[config.mk]
export PLATFORM = sky130hd
export DESIGN_NAME = axis_udp_filter_arb
export DESIGN_NICKNAME = d
export VERILOG_FILES = /design/src/rtl/axis_udp_filter_arb.sv
export SDC_FILE = /design/constraint.sdc
export NUM_CORES = 1
export LEC_CHECK = 0
export CAP_MARGIN = 0
export CORE_MARGIN = 5
export CORE_UTILIZATION = 50
export DETAILED_ROUTE_END_ITERATION = 10
export HOLD_SLACK_MARGIN = 0.05
export PLACE_DENSITY = 0.9
export SKIP_LAST_GASP = 1
export SLEW_MARGIN = 20
export SYNTH_ARGS = -nofsm -noshare
export SYNTH_HDL_FRONTEND = slang
export SYNTH_SLANG_ARGS = --single-unit
[constraint.sdc]
create_clock -name clk_i -period 3.68 [get_ports clk_i]
set_input_delay 0.736 -clock clk_i [delete_from_list [all_inputs] [get_ports clk_i]]
set_output_delay 0.736 -clock clk_i [all_outputs]
set_load 0.005 [all_outputs]
[src/rtl/axis_udp_filter_arb.sv]
// axis_udp_filter_arb: frame-level round-robin arbiter feeding one AXI-Stream filter through a 2-entry skid stage
module axis_udp_filter_arb #(
  parameter int NUM_PORTS = 2,
  parameter int CNT_WIDTH = 16
) (
  input  logic                         clk_i,
  input  logic                         s_rst_n_i,
  input  logic [NUM_PORTS-1:0]         s_axis_tvalid,
  input  logic [NUM_PORTS*64-1:0]      s_axis_tdata,
  input  logic [NUM_PORTS*8-1:0]       s_axis_tstrb,
  input  logic [NUM_PORTS-1:0]         s_axis_tlast,
  output logic [NUM_PORTS-1:0]         s_axis_tready,
  output logic                         m_axis_tvalid,
  output logic [63:0]                  m_axis_tdata,
  output logic [7:0]                   m_axis_tstrb,
  output logic                         m_axis_tlast,
  input  logic                         m_axis_tready,
  input  logic                         en_i,
  output logic                         busy_o,
  output logic [$clog2(NUM_PORTS)-1:0] grant_o,
  output logic [CNT_WIDTH-1:0]         frame_cnt_o
);
  localparam int DW = 64;
  localparam int SW = DW / 8;
  localparam int GW = $clog2(NUM_PORTS);
  typedef enum logic {IDLE, XFER} state_t;
  state_t state_q, state_d;
  logic [GW-1:0] grant_q, grant_d, pick;
  logic found;
  logic [1:0] cnt_q;
  logic [DW-1:0] hd_data_q, tl_data_q, in_data;
  logic [SW-1:0] hd_strb_q, tl_strb_q, in_strb;
  logic hd_last_q, tl_last_q, in_last, wr, rd, not_full;
  logic [CNT_WIDTH-1:0] frame_cnt_q;
  assign in_data  = s_axis_tdata[int'(grant_q)*DW +: DW];
  assign in_strb  = s_axis_tstrb[int'(grant_q)*SW +: SW];
  assign in_last  = s_axis_tlast[grant_q];
  assign not_full = cnt_q != 2'd2;
  assign wr = state_q == XFER && not_full && s_axis_tvalid[grant_q];
  assign rd = cnt_q != 2'd0 && m_axis_tready;
  assign m_axis_tvalid = cnt_q != 2'd0;
  assign m_axis_tdata  = hd_data_q;
  assign m_axis_tstrb  = hd_strb_q;
  assign m_axis_tlast  = hd_last_q;
  assign busy_o      = state_q == XFER;
  assign grant_o     = grant_q;
  assign frame_cnt_o = frame_cnt_q;
  always_comb begin
    s_axis_tready = '0;
    s_axis_tready[grant_q] = state_q == XFER && not_full;
  end
  // Scan starts one past the last grant so every requester gets a turn
  always_comb begin
    pick  = grant_q;
    found = 1'b0;
    for (int i = 1; i <= NUM_PORTS; i++)
      if (!found && s_axis_tvalid[GW'((int'(grant_q) + i) % NUM_PORTS)]) begin
        found = 1'b1;
        pick  = GW'((int'(grant_q) + i) % NUM_PORTS);
      end
  end
  always_comb begin
    state_d = (state_q == IDLE) ? ((en_i && found) ? XFER : IDLE) : ((wr && in_last) ? IDLE : XFER);
    grant_d = (state_q == IDLE && en_i && found) ? pick : grant_q;
  end
  always_ff @(posedge clk_i) begin
    if (!s_rst_n_i) begin
      state_q     <= IDLE;
      grant_q     <= GW'(NUM_PORTS - 1);
      cnt_q       <= 2'd0;
      hd_data_q   <= '0;
      hd_strb_q   <= '0;
      hd_last_q   <= 1'b0;
      tl_data_q   <= '0;
      tl_strb_q   <= '0;
      tl_last_q   <= 1'b0;
      frame_cnt_q <= '0;
    end else begin
      state_q <= state_d;
      grant_q <= grant_d;
      cnt_q   <= cnt_q + {1'b0, wr} - {1'b0, rd};
      if (rd && hd_last_q) frame_cnt_q <= frame_cnt_q + CNT_WIDTH'(1);
      if (wr && (cnt_q == 2'd0 || (cnt_q == 2'd1 && rd))) begin
        hd_data_q <= in_data;
        hd_strb_q <= in_strb;
        hd_last_q <= in_last;
      end else if (rd && cnt_q == 2'd2) begin
        hd_data_q <= tl_data_q;
        hd_strb_q <= tl_strb_q;
        hd_last_q <= tl_last_q;
      end
      if (wr && cnt_q == 2'd1 && !rd) begin
        tl_data_q <= in_data;
        tl_strb_q <= in_strb;
        tl_last_q <= in_last;
      end
    end
  end
endmodule

Word level (Yosys, flattened, before mapping)
Index checks and enable logic that the tools add are counted.
- logic and storage cells: 72
- flip-flop bits (word level): 166
- equality and inequality tests: 3
- shifts and indexed selects: 2
- add/subtract/negate cells: 5
- multiplexer cells: 23
- $lt $le $gt $ge: 4
- bitwise logic cells: 2
- reduce and logical (&&, ||, !) cells: 23
- operators by type and width (cell ; count):
    $mux 64 ; 2
    $shiftx 128x8->64 ; 1
    $mux 1 ; 18
    $add 16x1->16 const B ; 1
    $mux 8 ; 2
    $shiftx 16x5->8 ; 1
    $logic_and 1x1->1 ; 15
    $lt 1x3->1 const B ; 2
    $reduce_bool 2->1 ; 3
    $add 1x1->1 const B ; 2
    $add 2x1->2 ; 1
    $and 2x2->2 ; 1
    $eq 2x1->1 const B ; 1
    $eq 2x2->1 const B ; 1
    $logic_not 1->1 ; 2
    $logic_not 2->1 ; 1
    $lt 1x2->1 const B ; 1
    $ne 2x2->1 const B ; 1
    $reduce_and 2->1 ; 1
    $sub 2x1->2 ; 1
    $demux 1 s1 ; 1
    $ge 1x1->1 const B ; 1
    $logic_or 1x1->1 ; 1
    $not 1->1 ; 1

Longest topological paths before layout
- depth after elaboration: 11
- depth in mapped cells: 8

Worst setup path before layout
No wires, ideal clock.
- path type: input to register
- from: input s_axis_tvalid[1]
- to: register cnt_q[1]
- setup slack: 1761 ps
- stages: 7
- arrival time: 1791 ps
- buffers on the path: 0
- path through: mux2_2 nand3_1 xor2_1 ha_1 xor2_1 xnor2_1 nor2_1
- cells in the longest elaborated chain, start to end: 5
- ends and longest elaborated chain (what ; RTL line ; text):
    start: declaration ; 8 ; input logic [NUM_PORTS-1:0] s_axis_tvalid,
    $mux 1 (not written as such) (2 in a row) ; 39 ; assign wr = state_q == XFER && not_full && s_axis_tvalid[grant_q];
    $logic_and 1x1->1 ; 39 ;
    $add 2x1->2 ; 81 ; cnt_q <= cnt_q + {1'b0, wr} - {1'b0, rd};
    $sub 2x1->2 ; 81 ;
    end signal: assignment ; 81 ;
    end: declaration ; 30 ; logic [1:0] cnt_q;
No other way between the ends. The select of a mux whose other input is x is not followed.
A chain may end at the register's enable or synchronous reset.

Final worst setup path
- from: input m_axis_tready
- to: register hd_data_q[9] (netlist: m_axis_tdata[9])
- cells in the longest elaborated chain, start to end: 5
- elaborated cells between the ends (all ways): 7
- classes of those cells: mux (1); reduce/logical (6)
- ends and longest elaborated chain (what ; RTL line ; text):
    start: declaration ; 17 ; input logic m_axis_tready,
    $logic_and 1x1->1 (*) ; 40 ; assign rd = cnt_q != 2'd0 && m_axis_tready;
    $logic_and 1x1->1 ; 83 ; if (wr && (cnt_q == 2'd0 || (cnt_q == 2'd1 && rd))) begin
    $logic_or 1x1->1 ; 83 ;
    $logic_and 1x1->1 ; 83 ;
    $mux 64 / $reduce_bool 2->1 (equally long branches) ; -- ;
    end signal: assignment ; 84 ; hd_data_q <= in_data;
    end signal: assignment ; 88 ; hd_data_q <= tl_data_q;
    end: declaration ; 31 ; logic [DW-1:0] hd_data_q, tl_data_q, in_data;
Mark *: on every way between the ends. The rest lies on a longest branch, timed or not.

==> flow_summary.ini <==
[min_path]
hold_class = register to register
min_to = frame_cnt_o[15]
min_from = frame_cnt_o[15]
whs_path_depth = 2

[worst_setup_path]
critPathKind = primary input to register
required_ns = 4.00
crit-reg2reg-launch = grant_o
worst_r2r_endpoint = m_axis_tdata[9]
start_kind = primary input
rr_worst_depth = 5
path_max_fanout = 41
reg2reg_slack_ns = 1.43
critPathArrivalTime_ns = 3.08
cp-end-kind = register

[grt]
first_global_vias = 6692
grt_pass1_wl_um = 33300
grt_max_degree = 147
grt_use_total_pct = 22.7
overflow = 0
antenna_found_initial = 0

[clock_network]
root_buffer = clkbuf_16
cts_buffers = 17
clockBufferDepth = 2
cts_hold_buf = 0
cts.sinks = 166
cts_tree = yes
post-cts-setup-buffer-count = 0
clk_latency_ns = 0.42
cts_resized = 0
clkTransAtPathRegs_ns = 0.06
cts_max_level = 4

[placed_design]
post_dp_cell_area_um2 = 9880
portBuffers = 245
gp_congestion = 0.839
dp.final_hpwl_um = 13400

[logic_synthesis]
syn_nets = 1002
yosys.area_share.adder_pct = 0.339
synth.cell_area_um2 = 7380
avgSynthCellArea_um2 = 8.70
ys_types = 35
yosysSeqAreaShare_pct = 45.1
synth_top_family_by_area = simple AND/OR/NAND/NOR gates
synth_compound_area_share_pct = 15.6
synth.area.mux_share_pct = 10.6
synth_xor_area_share_pct = 1.66
synthCells = 848
yosysWarnings = 0
ys_ff_latch = 166
synth-simple-area-share_pct = 21.8

[power_and_ir_drop]
finalPower_mw = 4.73
irDropWorstVdd_mv = 0.314
p_per_area_nw_per_um2 = 452
power_leakage_nw = 3.83

[detailed_routing]
vias = 6850
drtIter0Drc = 482
antenna_left = 0
drtPass1Iterations = 5
wl_per_cell_um = 16.2
wl_um = 20100
drc = 0
vias_per_cell = 5.52

[floorplanning]
initial_utilization_pct = 50.9
die_w_um = 131
die_area_um2 = 17300
rows = 44
coreArea_um2 = 14500
die_y_um = 131
ios = 246

[cells_and_area]
final_nets = 1199
diodes = 0
area.growth.synth_to_final_pct = 42.0
drive_gt1_share_pct = 4.64
final_cell_area_um2 = 10500
fin_util_pct = 72.4

[status]
status = completed

[flow_run]
maxCapViolCount = 0

[sta]
slew_viol_final = 0
relSlewSlack_pct = 43.3
finalSetupTns_ns = 0
rsz0062_at_grt = no
worst_pin_slew_ns = 0.847
finClkSkew_ns = 0.00621
holdWs_ns = 0.478
fmaxAchievable_mhz = 363
finalSetupViolations = 0
finalHoldViolCount = 0
layout_min_cycle_time_ns = 2.75
finalCritPeriodShare_pct = 74.9
[layer usage]
| metal | wire [um] | track usage, % | share of wire, % |
|---|---|---|---|
| met5 | 0 | 0 | 0 |
| met4 | 423 | 7.66 | 2.1 |
| met3 | 1190 | 6.12 | 6.0 |
| met2 | 10200 | 40.1 | 51 |
| met1 | 8200 | 26.5 | 41 |
[synthesized netlist by cell type]
library cell / number / area, um^2
mux2i_1: 77 / 771
or2_2: 1 / 6.26
nor3_1: 4 / 20.0
nor3b_1: 1 / 7.51
a21oi_1: 3 / 15.0
nand4b_2: 1 / 15.0
mux2_2: 1 / 11.3
o21ai_0: 4 / 20.0
and3b_1: 1 / 8.76
xor2_1: 5 / 43.8
dfxtp_1: 166 / 3320
or3_1: 2 / 12.5
inv_2: 1 / 3.75
nand4_2: 1 / 12.5
o211ai_2: 1 / 12.5
a31oi_1: 1 / 6.26
nand4_1: 1 / 6.26
nand3b_1: 1 / 7.51
nor4b_2: 1 / 15.0
nand3_1: 8 / 40.0
xnor2_1: 9 / 78.8
nand2b_1: 5 / 31.3
nand2_1: 156 / 586
inv_1: 4 / 15.0
ha_1: 2 / 25.0
clkbuf_1: 36 / 135
buf_1: 7 / 26.3
buf_4: 8 / 60.1
and2_1: 1 / 6.26
nor4_1: 3 / 18.8
a211oi_1: 146 / 1100
buf_2: 25 / 125
and3_1: 75 / 469
or4_4: 1 / 11.3
nor2_1: 89 / 334
[where the power goes]
part           internal, mW  switching, mW
Combinational         0.507          0.445
Clock                  1.14          0.681
Sequential             1.90         0.0657
[cells by family after synthesis]
logic type,after synthesis
xor+xnor,14
mux,78
flops,166
simple gates,352
compound gates,155
buf+inv,81
fa+ha+maj,2
[worst max-delay path: stages]
cell             delay [ns]
clkdlybuf4s50_1        0.54
nand2b_1               0.22
nand4b_2               0.69
buf_12                 0.45
and3_1                 0.17
a211oi_1               0.24
[stage by stage]
step / cells / worst slack [ns]
2_1_floorplan: 848 / 1.76
3_3_place_gp: 1210 / 0.574
3_5_place_dp: 1210 / 0.520
4_1_cts: 1240 / 0.916
5_1_grt: 1240 / 0.742
6_report: 1240 / 0.925
[flip-flops by register name (all words and copies together) (netlist names)]
| signal | count |
|---|---|
| busy_o | 1 |
| cnt_q | 2 |
| frame_cnt_o | 16 |
| grant_o | 1 |
| m_axis_tdata | 64 |
| m_axis_tlast | 1 |
| m_axis_tstrb | 8 |
| tl_data_q | 64 |
| tl_last_q | 1 |
| tl_strb_q | 8 |
[placed cells by master, fill, tap and decap left out, types with 2 or more instances in the layout]
master	Yosys	layout
nand2_1	156	156
buf_4	8	3
or3_1	2	2
clkdlybuf4s50_1	0	245
a21oi_1	3	3
clkbuf_16	0	17
nor2_1	89	89
nand3_1	8	8
nor3_1	4	4
inv_1	4	4
xnor2_1	9	9
o21ai_0	4	4
and3_1	75	75
ha_1	2	2
mux2i_1	77	77
a211oi_1	146	146
bufinv_16	0	4
clkinv_2	0	6
nor4_1	3	3
dfxtp_1	166	165
xor2_1	5	5
nand2b_1	5	5
buf_12	0	6
[worst max-delay path by stage]
stage / from / endpoint / slack [ns] / cells after the start
3_5_place_dp: m_axis_tready / m_axis_tdata[35] / 0.52 / 6
4_1_cts: grant_o / s_axis_tready[1] / 0.92 / 3
3_3_place_gp: m_axis_tready / m_axis_tdata[31] / 0.57 / 6
2_1_floorplan: s_axis_tvalid[1] / cnt_q[1] / 1.76 / 7
6_report: m_axis_tready / m_axis_tdata[9] / 0.93 / 6
5_1_grt: m_axis_tready / m_axis_tdata[9] / 0.74 / 6
[layout make-up]
type | count | area [um^2]
clock buffers | 19 | 443
clock inverters | 11 | 158
fillers | 1066 | 4000
inverters | 5 | 21.3
multi-input cells | 601 | 3700
flip-flops and latches | 166 | 3330
well taps | 184 | 230
repair buffers | 254 | 2590
Note: power is estimated with default switching activity, not from simulation.
